===== src/rtl/stb_dcache_drain.sv =====
// Store-buffer drain controller: writes the oldest committed store to the dcache
// over a req/ack handshake and pops the head entry only once the write is acked.
//
// state    | meaning
// ---------+------------------------------------------------------------
// DR_IDLE  | no write outstanding; samples the buffer head each cycle
// DR_WRITE | request held to the dcache with stable fields until ack
module stb_dcache_drain #(
    parameter int ADDR_W = 32,
    parameter int DATA_W = 32,
    parameter int SEL_W  = 4,
    parameter int CNT_W  = 16
) (
    input  logic              clk,
    input  logic              rst,
    input  logic              stb_empty,
    input  logic [ADDR_W-1:0] stb_head_addr,
    input  logic [DATA_W-1:0] stb_head_data,
    input  logic [SEL_W-1:0]  stb_head_sel,
    output logic              stb_rd_en,
    output logic              dcache_req,
    output logic              dcache_w_en,
    output logic [ADDR_W-1:0] dcache_addr,
    output logic [DATA_W-1:0] dcache_wdata,
    output logic [SEL_W-1:0]  dcache_sel,
    input  logic              dcache_ack,
    input  logic              load_req_i,
    input  logic              flush_req_i,
    output logic              flush_done_o,
    output logic              drain_busy_o,
    output logic [CNT_W-1:0]  drain_cnt_o
);

    typedef enum logic {
        DR_IDLE  = 1'b0,
        DR_WRITE = 1'b1
    } dr_state_e;

    dr_state_e         state_q, state_d;
    logic [ADDR_W-1:0] addr_q, addr_d;
    logic [DATA_W-1:0] data_q, data_d;
    logic [SEL_W-1:0]  sel_q, sel_d;
    logic [CNT_W-1:0]  cnt_q, cnt_d;
    logic              flush_done_q, flush_done_d;
    logic              start;
    logic              pop;

    // A flush overrides load priority so a fence cannot be starved by loads.
    assign start = !stb_empty && (!load_req_i || flush_req_i);

    always_comb begin
        state_d      = state_q;
        addr_d       = addr_q;
        data_d       = data_q;
        sel_d        = sel_q;
        cnt_d        = cnt_q;
        pop          = 1'b0;
        flush_done_d = flush_req_i && stb_empty && (state_q == DR_IDLE) && !start;
        case (state_q)
            DR_IDLE: begin
                if (start) begin
                    state_d = DR_WRITE;
                    addr_d  = stb_head_addr;
                    data_d  = stb_head_data;
                    sel_d   = stb_head_sel;
                end
            end
            DR_WRITE: begin
                if (dcache_ack) begin
                    pop     = 1'b1;
                    cnt_d   = cnt_q + CNT_W'(1);
                    state_d = DR_IDLE;
                end
            end
            default: state_d = DR_IDLE;
        endcase
    end

    always_ff @(posedge clk) begin
        if (rst) begin
            state_q      <= DR_IDLE;
            addr_q       <= '0;
            data_q       <= '0;
            sel_q        <= '0;
            cnt_q        <= '0;
            flush_done_q <= 1'b0;
        end else begin
            state_q      <= state_d;
            addr_q       <= addr_d;
            data_q       <= data_d;
            sel_q        <= sel_d;
            cnt_q        <= cnt_d;
            flush_done_q <= flush_done_d;
        end
    end

    // A reset landing on the ack cycle drops the write, so the entry must stay put.
    assign stb_rd_en    = pop && !rst;
    assign dcache_req   = (state_q == DR_WRITE);
    assign dcache_w_en  = dcache_req;
    assign drain_busy_o = dcache_req;
    assign dcache_addr  = addr_q;
    assign dcache_wdata = data_q;
    assign dcache_sel   = sel_q;
    assign flush_done_o = flush_done_q;
    assign drain_cnt_o  = cnt_q;

endmodule


===== config.mk =====
export PLATFORM = sky130hd
export DESIGN_NAME = stb_dcache_drain
export DESIGN_NICKNAME = d
export VERILOG_FILES = /design/src/rtl/stb_dcache_drain.sv
export SDC_FILE = /design/constraint.sdc
export NUM_CORES = 1
export LEC_CHECK = 0
export ABC_AREA = 1
export CORE_ASPECT_RATIO = 0.5
export CORE_MARGIN = 3
export CORE_UTILIZATION = 41
export CTS_BUF_LIST = sky130_fd_sc_hd__clkbuf_8
export CTS_CLUSTER_DIAMETER = 30
export DETAILED_ROUTE_END_ITERATION = 12
export PLACE_DENSITY_LB_ADDON = 0.3
export SLEW_MARGIN = 10
export SYNTH_ARGS = -nofsm -noshare
export SYNTH_HDL_FRONTEND = slang
export SYNTH_SLANG_ARGS = --single-unit
export TNS_END_PERCENT = 1

===== constraint.sdc =====
create_clock -name clk -period 1.4 [get_ports clk]
set_input_delay 0.14 -clock clk [delete_from_list [all_inputs] [get_ports clk]]
set_output_delay 0.14 -clock clk [all_outputs]
set_load 0.01 [all_outputs]

# [Yosys cells after proc, flatten, opt, wreduce, memory -nomap -nowiden]
# Cells that the tools add are included.
[word_totals] ff_bits=86 in_bits=74 output_inout_bits=89
[classes] n_addsub=1 muxes=5 bitwise=1 reduce_logical=12
[op_table] cell="16-bit by 1-bit adder with 16-bit output (second input constant)" n=1
[op_table] cell="1-bit logical AND" n=5
[op_table] cell="1-bit zero test" n=4
[op_table] cell="1-bit 2-to-1 mux" n=4
[op_table] cell="2-bit AND reduction" n=2
[op_table] cell="1-bit case mux with 2 select lines" n=1
[op_table] cell="1-bit logical OR" n=1
[op_table] cell="1-bit NOT" n=1

# [Depth between registers and ports, before layout]
# Gate-level depths: netlist of run 1.
[logic_depth] word_depth=5 depth_mapped=9 mapped_depth_nobuf=9

# [Worst setup path after synthesis of run 1]
# No wires, ideal clock.
[synth_path] path_type="reg2reg" startpoint="register cnt_q[0] (netlist: drain_cnt_o[0])" endpoint="register cnt_q[12] (netlist: drain_cnt_o[12])" setup_time_ns=0.113 arrival_time_ns=1.176 required_time_ns=1.287 slack_ns=0.111 stages_incl_launch_ff=9 path_buffers=0 synth_period_minus_slack_ns=1.289 path_cell_list="dfxtp_1 > ha_1 > inv_1 > nor2_8 > nand2_2 > nor2_2 > nand3_1 > nor2_1 > nor2_1"
[synth_via] elab_chain_cells=1
[synth_rtl] element="start, declared" line_no="43" text="logic [CNT_W-1:0] cnt_q, cnt_d;"
[synth_rtl] element="start signal, assigned" line_no="92" text="cnt_q <= cnt_d;"
[synth_rtl] element="16-bit by 1-bit adder with 16-bit output" line_no="71" text="cnt_d = cnt_q + CNT_W'(1);"
# Every way passes these cells.
# A chain may end at the register's enable or synchronous reset.

# [Worst setup path after layout of run 1]
[layout_path] startpoint="register data_q[11] (netlist: dcache_wdata[11])" endpoint="output dcache_wdata[11]"
[layout_lines] element="start, declared" line_no="41" text="logic [DATA_W-1:0] data_q, data_d;"
[layout_lines] element="start signal, assigned" line_no="90" text="data_q <= data_d;"
[layout_lines] element="end, declared" line_no="24" text="output logic [DATA_W-1:0] dcache_wdata,"
# No word-level cell between the ends.

==> run metrics, run 1 <==
outcome=finished clean; maximum vdd drop=around 0.00057 V; Synth Area in Simple Gates=between 20% and 30%; Worst Path Max Fanout=2; Placer Congestion=about 0.84; clock skew=between 0.007 and 0.008 ns; Worst-path clk slew=roughly 0.080 ns; Synth Area in Adders=less than 1%; fillers=~640; root buffer cell=clkbuf_8; PortBufs=162; kind of cell adding the most delay to the critical path=buffers and inverters; grt ovf=0; initial antenna violation count=0; first-pass detailed-route iteration total=4; final cell utilization of the core=a little over two thirds; clock tree buffer depth=2; f_max=0.734 GHz; total CTS buffers=9; crit-path cells=clkdlybuf4s50_1; FF-to-FF End=drain_cnt_o[12]$_SDFFE_PP0P_; Die X=around 130 um; xor-xnor portion of the synthesized cell area=less than 1%; CP Depth=1; number of diodes=0; cell count of the worst reg-to-reg path=8; detailed placer's ending HPWL=roughly 6.5 mm; Buf+Inv Stages, Crit Path=1; register area share after synthesis=between 50% and 60%; Combinational Power Share=between 10% and 20%; sw frac=26.0%; register-to-register setup slack=around 0.13 ns; RSZ-0062 raised after global routing=no; largest net degree at the start of global routing=40; count of final hold-check violations=0; DR vias/cell=~4.6; Leak Pwr=around 2.8 nW; largest family of logic cells by synthesized area=simple AND/OR/NAND/NOR gates; Switch Pwr=1.37 mW; Clock power frac=between 20% and 30%; CP max stage cell=clkdlybuf4s50_1; Period minus WS final=1.36 ns; Req. time, crit path=1.26 ns; Synth top area share=between 50% and 60%; Worst Setup EP=dcache_wdata[11]; total core area=between 0.007 and 0.008 sq mm; via count=around 3,300; hold crit path type=in -> reg; final worst-path cycle share=roughly 97%; Initial Utilization=between 40% and 50%; Synth top cells by count=nor2_1 (160), dfxtp_1 (86), o21ai_0 (66); share of power burned in registers=~51%; WHS Path Cells=3; NumNets Final=around 670; worst hold margin=0.370 ns; Worst-Skew Late Latency=0.35 ns; Max Cap Viol=0; Compound-Gate Fraction of Synth Area=between 10% and 20%; pwr dens=roughly 1000 mW/mm^2; syn nets=approximately 500; CP Launch Point=dcache_wdata[11]$_SDFFE_PP0P_; Mapped Cells=approximately 430; Mean Syn Cell Area=roughly 7.7 sq um; mux share of post-synthesis cell area=0%; Max Slew Vio Count=0; Power Internal=roughly 3.9 mW; cell with the most instances after synthesis=nor2_1; WL per Instance=about 13 um; num ports=about 160; total chip power=between 5 and 6 mW; asr flop ratio synth=0%; Worst EP arrival=between 1 and 1.5 ns; CTS tree=built; Layout area overhead=62.2%; worst r2r src=drain_cnt_o[1]$_SDFFE_PP0P_; ranking of synthesized cells by area=dfxtp_1 (53%), nor2_1 (18%), o21ai_0 (10%); Tightest Pin Transition=~0.33 ns; vias in the first global route=between 3,000 and 4,000; final setup fails=0; final wirelength=~9.1 mm; number of flops mapped to enable cells by yosys=0; Tot GR Track Use=19.2%; cell area after synthesis=0.00327 sq mm; Yosys reg bits=86; hold buffers post-CTS=0; die footprint=~0.009 sq mm; crit-path max cell delay=between 0.5 and 0.6 ns; Final ANT Viol Nets=0; Die Ht=just under 70 um; post-synth cell types=29; share of post-route cells with drive strength above 1=between 9 and 10%; # resized after CTS=between 50 and 60; post-CTS setup buffer count=0; Core Rows=22; ys flop type=dfxtp_1; Synth warnings=0; Crit Path Category=reg -> out; cell taking the most area after synthesis=dfxtp_1; first-pass GRT wire length=~14 mm; Setup crit start kind=register; Max-slew headroom=about 78%; crit path capture type=output port; H-tree levels=3; Starting DRT DRC Count=172; # DRC=0; # clock sinks=86
## power groups by stage
stage          logic [mW]  clock network, mW  registers (mW)
2_1_floorplan       0.368                  0            2.84
3_3_place_gp         1.10                  0            2.75
3_5_place_dp         1.11                  0            2.76
4_1_cts              1.06               1.62            2.70
5_1_grt              1.12               1.70            2.72
6_report             1.03               1.55            2.70
## final cells by class
| cell class | instances | area [sq um] | share of cell area (%) |
|---|---|---|---|
| Clock buffer | 11 | 151 | 2.85 |
| Clock inverter | 4 | 22.5 | 0.424 |
| Inverter | 19 | 73.8 | 1.39 |
| Multi-Input combinational cell | 296 | 1320 | 24.8 |
| Sequential cell | 86 | 1730 | 32.6 |
| Tap cell | 108 | 135 | 2.54 |
| Timing Repair Buffer | 185 | 1880 | 35.4 |
## sequential cells by signal, summed over array words and instances, names as in the netlist
| name | cells |
|---|---|
| dcache_addr | 32 |
| dcache_wdata | 32 |
| drain_cnt_o | 16 |
| dcache_sel | 4 |
| dcache_req | 1 |
| flush_done_o | 1 |
## placed cells by master, fill, tap and decap left out, drive strengths merged, types with 3 or more instances in the layout
master           n
nor2           166
dfxtp           86
clkdlybuf4s50   81
o21ai           75
dlygate4sd2     51
dlymetal6s2s    30
nand2           30
buf             23
inv             19
clkbuf          11
nand3            7
a21oi            7
nor3             3
clkinv           3
## per-stage QoR
stage	worst slack, ns	instance area [sq um]	cells	TNS, ns
2_1_floorplan	0.111	3270	426	0
3_3_place_gp	-0.0941	5120	694	-1.87
3_5_place_dp	-0.141	5120	694	-2.79
4_1_cts	0.000517	5230	709	0
5_1_grt	0.00155	5310	709	0
6_report	0.0382	5310	709	0
## logic make-up after synthesis
kind of cell | Yosys count
flip-flops | 86
AND/OR/NAND/NOR | 208
AO/OA/AOI/OAI | 84
XOR/XNOR | 3
adder cells (fa/ha/maj) | 1
buffers and inverters | 44
## worst min path at each step
stage | to | startpoint
floorplan | flush_done_o$_SDFF_PP0_ | stb_empty
global placement | dcache_wdata[8]$_SDFFE_PP0P_ | dcache_wdata[8]$_SDFFE_PP0P_
detailed placement | dcache_addr[27]$_SDFFE_PP0P_ | dcache_addr[27]$_SDFFE_PP0P_
CTS | flush_done_o$_SDFF_PP0_ | stb_empty
global route | flush_done_o$_SDFF_PP0_ | stb_empty
finish | flush_done_o$_SDFF_PP0_ | stb_empty
## layer usage
metal  vias to the layer above  track usage [%]  share of wire [%]
met3                        10             7.32                6.8
li1                       1686                -                  -
met4                         0             5.18                1.0
met2                        93             34.4                 51
met5                         -                0                  0
met1                      1506             21.5                 42
Note: power is estimated with default switching activity, not from simulation.
==> inputs of run 2 (changes only) <==
RECOVER_POWER = 25   (was unset)
==> run 2 against run 1 <==
  * Global-route usage unchanged
  * Sequential share of layout area up 0.51 points
  * Setup slack about the same
  * Critical path type unchanged
==> run metrics, run 2 (synthesized netlist as in run 1, its figures left out) <==
outcome=finished clean; RSZ-0062 raised after global routing=no; Starting DRT DRC Count=156 (-9.3%); Die X=132 um (unchanged); commonest non-fill, non-tap cell in the layout=nor2_1; WHS Path Cells=3 (unchanged); num ports=163 (unchanged); Max Cap Viol=0 (unchanged); setup_tns=0 ns (unchanged); Multi-input gate area=0.00132 sq mm (unchanged); PortBufs=162 (unchanged); count of final hold-check violations=0 (unchanged); H-tree levels=3 (unchanged); CTS tree=built; Crit Path Category=reg -> out; hold_sp=stb_empty; WL per Instance=12.8 um (-0.27%); worst r2r src=drain_cnt_o[1]$_SDFFE_PP0P_; cell count of the worst reg-to-reg path=8 (unchanged); Die Ht=69.2 um (unchanged); fillers=656 (+2.8%); total CTS buffers=9 (unchanged); final wirelength=9.08 mm (-0.27%); FF-to-FF End=drain_cnt_o[12]$_SDFFE_PP0P_; NumNets Final=672 (unchanged); via count=3,279 (-0.49%); Tightest Pin Transition=0.328 ns (-0.00202 ns); Worst Hold End=flush_done_o$_SDFF_PP0_; share of post-route cells with drive strength above 1=9.15% (unchanged); Core Rows=22 (unchanged); maximum vdd drop=0.000576 V (+0.51%); worst hold margin=0.370 ns (-0.0000920 ns); crit-path max cell delay=0.54 ns (about the same); root buffer cell=clkbuf_8; register-to-register setup slack=0.13 ns (about the same); most frequent cells in the layout=nor2_1 (159), dfxtp_1 (81), clkdlybuf4s50_1 (80), o21ai_0 (66), dlygate4sd2_1 (51); kind of cell adding the most delay to the critical path=buffers and inverters; Worst-Skew Late Latency=0.35 ns (about the same); # clock sinks=86 (unchanged); Leak Pwr=2.28 nW (-17%); detailed placer's ending HPWL=6.47 mm (unchanged); Buf+Inv Stages, Crit Path=1 (unchanged); Placer Congestion=0.840 (unchanged); number of diodes=0 (unchanged); Max-slew headroom=78.1% (+0.14 points); final worst-path cycle share=97.3% (about the same); clock skew=0.00787 ns (+0.0000778 ns); Req. time, crit path=1.26 ns (about the same); Inst Count DP=694 (unchanged); Worst EP arrival=1.22 ns (about the same); final cell utilization of the core=69.4% (-1.1 points); largest net degree at the start of global routing=40 (unchanged); crit path capture type=output port; first-pass GRT wire length=14.5 mm (unchanged); initial antenna violation count=0 (unchanged); share of power burned in registers=51.2% (about the same); Worst-path clk slew=0.08 ns (about the same); Layout area overhead=59.8%; Power Internal=3.90 mW (-0.22%); grt ovf=0 (unchanged); pwr dens=1010 mW/mm^2 (+1.5%); sw frac=26.1% (+0.094 points); Final ANT Viol Nets=0 (unchanged); Max Slew Vio Count=0 (unchanged); crit-path cells=clkdlybuf4s50_1; fin cells=709 (unchanged); clock tree buffer depth=2 (unchanged); f_max=0.734 GHz (about the same); Clock power frac=29.5% (about the same); Period minus WS final=1.36 ns (+0.0000534 ns); hold crit path type=in -> reg; Switch Pwr=1.37 mW (+0.27%); first-pass detailed-route iteration total=4 (unchanged); Reg area=0.00173 sq mm (unchanged); Tot GR Track Use=19.2% (unchanged); vias in the first global route=3,058 (unchanged); final setup fails=0 (unchanged); Combinational Power Share=19.3% (-0.2 points); # DRC=0 (unchanged); CP max stage cell=clkdlybuf4s50_1; die footprint=0.00916 sq mm (unchanged); total core area=0.00754 sq mm (unchanged); Setup crit start kind=register; Initial Utilization=43.4% (unchanged); DR vias/cell=4.62 (-0.49%); Worst Path Max Fanout=2 (unchanged)
[run 2: worst max path at each step]
stage                                  startpoint                            to  cells after the start
finish              dcache_wdata[11]$_SDFFE_PP0P_              dcache_wdata[11]                      1
global route         dcache_addr[12]$_SDFFE_PP0P_               dcache_addr[12]                      1
CTS                  dcache_wdata[8]$_SDFFE_PP0P_               dcache_wdata[8]                      1
detailed placement                     dcache_ack  drain_cnt_o[12]$_SDFFE_PP0P_                      9
global placement                       dcache_ack                     stb_rd_en                      4
floorplan             drain_cnt_o[0]$_SDFFE_PP0P_  drain_cnt_o[12]$_SDFFE_PP0P_                      8
[run 2: power groups by stage]
| stage | combinational [mW] | sequential, mW | clock, mW |
|---|---|---|---|
| floorplan | 0.368 | 2.84 | 0 |
| global placement | 1.10 | 2.75 | 0 |
| detailed placement | 1.11 | 2.76 | 0 |
| CTS | 1.06 | 2.70 | 1.62 |
| global route | 1.11 | 2.72 | 1.70 |
| finish | 1.02 | 2.70 | 1.55 |
[run 2: layout make-up]
| class | instances | share of cell area (%) |
|---|---|---|
| inverters | 19 | 1.41 |
| flip-flops and latches | 86 | 33.1 |
| clock buffers | 11 | 2.89 |
| clock inverters | 4 | 0.431 |
| repair buffers | 185 | 34.4 |
| multi-input cells | 296 | 25.2 |
| well taps | 108 | 2.58 |
[run 2: repair_timing]
action                                  in CTS  in global routing
hold buffers                                 0                  0
hold endpoints to repair                     0                  0
gates cloned                                 0                  0
endpoints found under the setup margin      51                 32
pin swaps                                    0                  0
resized for setup                           56                 32
setup buffers                                0                  0
[run 2: stage by stage]
step	total power, mW	setup WS [ns]	cell area, sq um
2_1_floorplan	3.21	0.111	3270
3_3_place_gp	3.85	-0.0941	5120
3_5_place_dp	3.87	-0.141	5120
4_1_cts	5.37	0.000517	5230
5_1_grt	5.54	0.00155	5230
6_report	5.27	0.0381	5230
[run 2: layer usage]
layer	up-vias	wire, um	global-route usage, %	part of all wire (%)
li1	1684	-	-	-
met1	1499	3800	21.5	42
met2	88	4590	34.4	51
met3	8	597	7.32	6.6
met4	0	88	5.18	0.97
met5	-	0	0	0
==> inputs of run 3 (changes only) <==
CORE_UTILIZATION = 45   (was 41)
HOLD_SLACK_MARGIN = 0.15   (was unset)
clock period = 1.7 ns   (was 1.4 ns; I/O delays follow)
==> run 3 against run 2 <==
  * Die area fell by 8.3%
  * Clock-buffer cell count fell by 1
  * Routed wire length fell by 4.5%
  * Power fell by 10%
  * Critical path type unchanged
  * Via count fell by 3.0%
  * Non-clock buffer count fell by 18
  * Register-to-register slack improved by 0.12 ns
  * Global-route usage rose by 1.6 points
==> run metrics, run 3 (synthesized netlist as in run 1, its figures left out) <==
Multi-input gate area=0.00131 sq mm (-0.38%); worst r2r src=dcache_req$_SDFF_PP0_; Die X=127 um (-4.3%); first-pass GRT wire length=13.9 mm (-3.8%); f_max=roughly 0.63 GHz; share of post-route cells with drive strength above 1=4.80% (-4.3 points); Inst Count DP=660 (-4.9%); vias in the first global route=2,940 (-3.9%); hold_sp=stb_empty; Max Cap Viol=0 (unchanged); clock tree buffer depth=2 (unchanged); Req. time, crit path=1.53 ns (+0.27 ns); largest net degree at the start of global routing=69 (+73%); kind of cell adding the most delay to the critical path=buffers and inverters; initial antenna violation count=0 (unchanged); via count=3,181 (-3.0%); number of diodes=0 (unchanged); Setup crit start kind=register; DR vias/cell=4.71 (+1.9%); crit-path cells=clkdlybuf4s50_1; DP Area=0.00490 sq mm (-4.3%); CTS tree=built; fillers=575 (-12%); Placer Congestion=0.813 (-3.2%); Die Ht=66.3 um (-4.1%); Tot GR Track Use=20.9% (+1.6 points); Crit Path Category=reg -> out; Tightest Pin Transition=0.686 ns (+0.358 ns); Worst-path clk slew=0.08 ns (about the same); final setup fails=0 (unchanged); Layout area overhead=56.2%; Max-slew headroom=54.2% (-24 points); detailed placer's ending HPWL=6.09 mm (-5.8%); Max Slew Vio Count=0 (unchanged); final worst-path cycle share=92.9%; Core Rows=21 (-4.5%); setup_tns=0 ns (unchanged); Worst EP arrival=1.41 ns (+0.19 ns); total core area=0.00686 sq mm (-9.1%); CP Launch Point=drain_cnt_o[2]$_SDFFE_PP0P_; pwr dens=926 mW/mm^2 (-8.0%); # DRC=0 (unchanged); clock skew=0.00515 ns (-0.00272 ns); outcome=finished clean; Leak Pwr=2.08 nW (-8.8%); Final ANT Viol Nets=0 (unchanged); grt ovf=0 (unchanged); CP max stage cell=clkdlybuf4s50_1; PortBufs=162 (unchanged); total chip power=4.74 mW (-10%); RSZ-0062 raised after global routing=no; fin cells=675 (-4.8%); H-tree levels=3 (unchanged); final wirelength=8.67 mm (-4.5%); die footprint=0.00840 sq mm (-8.3%); root buffer cell=clkbuf_8; fin worst setup slack=0.121 ns (+0.0826 ns); WL per Instance=12.8 um (+0.27%); Reg area=0.00173 sq mm (-0.29%); num ports=163 (unchanged); hold crit path type=in -> reg; commonest non-fill, non-tap cell in the layout=nor2_1; maximum vdd drop=0.000720 V (+25%); post-CTS setup buffer count=0 (unchanged); Worst Path Max Fanout=6 (+4); Buf+Inv Stages, Crit Path=1 (unchanged); total CTS buffers=9 (unchanged); Period minus WS final=1.58 ns; Worst-Skew Late Latency=0.35 ns (about the same); NumNets Final=654 (-2.7%); Initial Utilization=47.7% (+4.3 points); Starting DRT DRC Count=214 (+37%); count of final hold-check violations=0 (unchanged); most frequent cells in the layout=nor2_1 (161), clkdlybuf4s50_1 (129), dfxtp_1 (85), o21ai_0 (66), dlygate4sd3_1 (32); Final Cell Area=0.00512 sq mm (-2.2%); first-pass detailed-route iteration total=4 (unchanged); crit path capture type=output port; # clock sinks=86 (unchanged); DP Worst Slack=0.0338 ns (+0.175 ns); crit-path max cell delay=0.59 ns (+0.05 ns)
## run 3: repair_timing
action | 4_1_cts | 5_1_grt
resized for setup | 3 | 0
hold buffers | 0 | 0
setup endpoints to repair | 1 | 0
hold endpoints to repair | 0 | 0
## run 3: through the flow
stage               util, %  hold WS, ns
finish                 74.6        0.398
global route           74.6        0.412
CTS                    74.9        0.376
detailed placement     71.4        0.472
global placement       71.4        0.460
floorplan                 -        0.288
## run 3: per-layer routing
layer / up-vias / global-route usage [%] / share of wire, %
li1: 1647 / - / -
met1: 1405 / 22.8 / 41
met2: 109 / 36.5 / 48
met3: 20 / 9.03 / 8.2
met4: 0 / 7.62 / 2.4
met5: - / 0 / 0
## run 3: area by class of cell
cell class / count / area share, %
Clock inverter: 5 / 1.93
Timing Repair Buffer: 167 / 32.3
Inverter: 19 / 1.44
Clock buffer: 10 / 2.69
Sequential cell: 86 / 33.7
Tap cell: 92 / 2.25
Multi-Input combinational cell: 296 / 25.7
## run 3: path summary, 6_finish.rpt
check | endpoint | slack, ns | depth (start not counted)
min | flush_done_o$_SDFF_PP0_ | 0.40 | 3
max | drain_cnt_o[2] | 0.12 | 1
max reg2reg | dcache_addr[9]$_SDFFE_PP0P_ | 0.25 | 5
min reg2reg | dcache_sel[3]$_SDFFE_PP0P_ | 0.48 | 2
## run 3: report_power, final
part / leakage, nW / switching (mW) / internal, mW
sequential: 0.709 / 0.0684 / 2.16
combinational: 1.25 / 0.367 / 0.463
clock: 0.124 / 0.687 / 1.00
total: 2.08 / 1.12 / 3.62
==> variant: new RTL, flow settings as in run 2 <==
`CNT_W`: 16 -> 24.
--- a/src/rtl/stb_dcache_drain.sv
+++ b/src/rtl/stb_dcache_drain.sv
@@ -10,5 +10,5 @@
     parameter int DATA_W = 32,
     parameter int SEL_W  = 4,
-    parameter int CNT_W  = 16
+    parameter int CNT_W  = 24
 ) (
     input  logic              clk,
Ports: changed (resized drain_cnt_o); port bits go from 163 to 171. The function was not compared with the original's and may differ.
==> variant against run 2 <==
Total power up 6.3%. Register-to-register slack worse by 40 ps. Via count up 16%. Routed wire length up 16%. Sequential cell count grew 8. Hold slack worse by 4.8 ps. Setup slack improved by 44 ps. Largest power group unchanged. Synthesized area up 15%. Design area up 9.9%.
==> variant: results (changes against run 2) <==
The largest fanout on the critical path is 6 (+4). The maximum level of the CTS H-tree came to 3 (unchanged). The final RePlAce weighted congestion is 0.827 (-1.5%).

The number of DRC markers after the initial detailed-route iteration came out at 196 (+26%). The number of buffer cells added on primary ports came out at 170 (+4.9%). The number of nets in the layout was 770 (+15%). The first-pass GRT wire length was 16800 um (+16%). Among all flip-flop cells after synthesis, the most frequent one is sky130_fd_sc_hd__dfxtp_1. The HPWL reported at the end of detailed placement came out at 7660 um (+19%). The worst clock skew came out at 11.3 ps (+3.44 ps).

The clock-pin slew on the worst setup and hold paths is 100 ps (+20 ps). The pin count of the biggest net entering global routing is 53 (+33%). The global router's overall resource usage is 0.204 (+0.0121). The most used standard cell by instance count after synthesis is sky130_fd_sc_hd__nor2_1. The arrival time at the worst endpoint came out at 1180 ps (-40 ps).

The multiplexer area fraction after synthesis came out at 0 (unchanged). The cell internal power dissipation is 4020 uW (+3.2%). The number of nets in the synthesized netlist came to 598 (+19%).

The placed cell count is 796 (+15%). The antenna diode instance count is 0 (unchanged). The worst hold path belongs to the class in2reg. The number of standard cells in the layout, taps in and fillers out came to 812 (+15%). The post-CTS repair timing setup buffer count was 0 (unchanged). The pre-CTS setup slack came out at -175 ps (-33.2 ps).

For this design, the slowest cell found on the critical path is sky130_fd_sc_hd__dfxtp_4. The adder and majority cell fraction of the synthesized area came to 0.00333 (-0.000489). The combinational-cell power consumption is 980 uW (-4%). The number of fill cells came out at 724 (+10%).

The power in sequential cells was 2920 uW (+8.1%). The delay of the slowest cell on the worst path came out at 390 ps (-150 ps). The insertion delay of the later-clocked pin in the worst-skew pair was 380 ps (+30 ps). The number of search-and-repair iterations in the first detailed-routing pass is 4 (unchanged).

The commonest cells after synthesis are sky130_fd_sc_hd__nor2_1 (181), sky130_fd_sc_hd__dfxtp_1 (94), sky130_fd_sc_hd__o21ai_0 (72). The number of cells produced by synthesis came out at 523 (+23%). The worst max-slew margin expressed relative to the limit came out at 0.849 (+0.0685). The number of global-route vias before repair came out at 3549 (+16%). The flow ran to the end, and the final reports show no timing, DRC or antenna violations.

The largest voltage drop on the vdd net was 0.000546 V (-5.2%). The area fraction in compound gates after synthesis is 0.122 (-0.0107). The combinational power share came out at 0.175 (-0.018). After synthesis, the cell types taking the most area are sky130_fd_sc_hd__dfxtp_1 (50%), sky130_fd_sc_hd__nor2_1 (18%), sky130_fd_sc_hd__o21ai_0 (9.6%).

The share of the yosys chip area belonging to registers is 0.501 (-0.0246). The leakage component of the power is 0.00266 uW (+17%). The XOR/XNOR share of the synthesized area came out at 0.00233 (-0.00569). The routed wire length is 10500 um (+16%). The share of flip-flops with an asynchronous set or reset was 0 (unchanged). The placement-stage cell area came out at 5630 um2 (+10%). The number of library cell types mapped by synthesis is 24 (-17%). The share of cells above drive strength 1 was 0.104 (+0.0128). The detailed-route vias per instance came out at 4.68 (+1.2%).
[variant: changes by cell type after synthesis, moves of 8 or more]
cell / before / now
sky130_fd_sc_hd__nor2_1: 160 / 181
sky130_fd_sc_hd__nand3_1: 7 / 17
sky130_fd_sc_hd__dfxtp_1: 86 / 94
sky130_fd_sc_hd__inv_1: 17 / 33
sky130_fd_sc_hd__nand2_1: 28 / 63
[variant: cells by family (layout without fill, tap and decap cells)]
family	after synthesis	count (layout)
flops	94	94
xor+xnor	1	1
simple gates	277	277
compound gates	88	88
fa+ha+maj	1	1
buf+inv	62	239
[variant: critical path: cells and delay by family, from the launching register on]
family | cells | cell delay, ps
buffers and inverters | 1 | 280
DFF | 1 | 390
and+or+nand+nor | 2 | 150
[variant: cell type report]
type	instances	area (um2)	area share
Clock buffer	9	124	0.0216
Clock inverter	7	55.1	0.00958
Inverter	36	138	0.0239
Multi-Input combinational cell	367	1620	0.281
Sequential cell	94	1910	0.333
Tap cell	112	140	0.0244
Timing Repair Buffer	187	1760	0.307
[variant: worst paths after layout]
check	from	end	slack [ps]	cells after the start
setup / recovery	dcache_req	stb_rd_en	80	3
hold / removal	stb_head_addr[17]	dcache_addr[17]	370	3
setup reg to reg	drain_cnt_o[1]	drain_cnt_o[19]	90	8
hold reg to reg	dcache_wdata[24]	dcache_wdata[24]	480	2
[variant: what timing repair did]
| action | CTS | global route |
|---|---|---|
| pin swaps | 0 | 1 |
| resized for setup | 116 | 16 |
| endpoints found under the setup margin | 98 | 22 |
[variant: per-layer routing]
layer / wire length [um] / track usage / vias up
li1: - / - / 1990
met1: 4450 / 0.229 / 1675
met2: 5030 / 0.360 / 113
met3: 797 / 0.0722 / 21
met4: 255 / 0.0849 / 0
met5: 0 / 0 / -
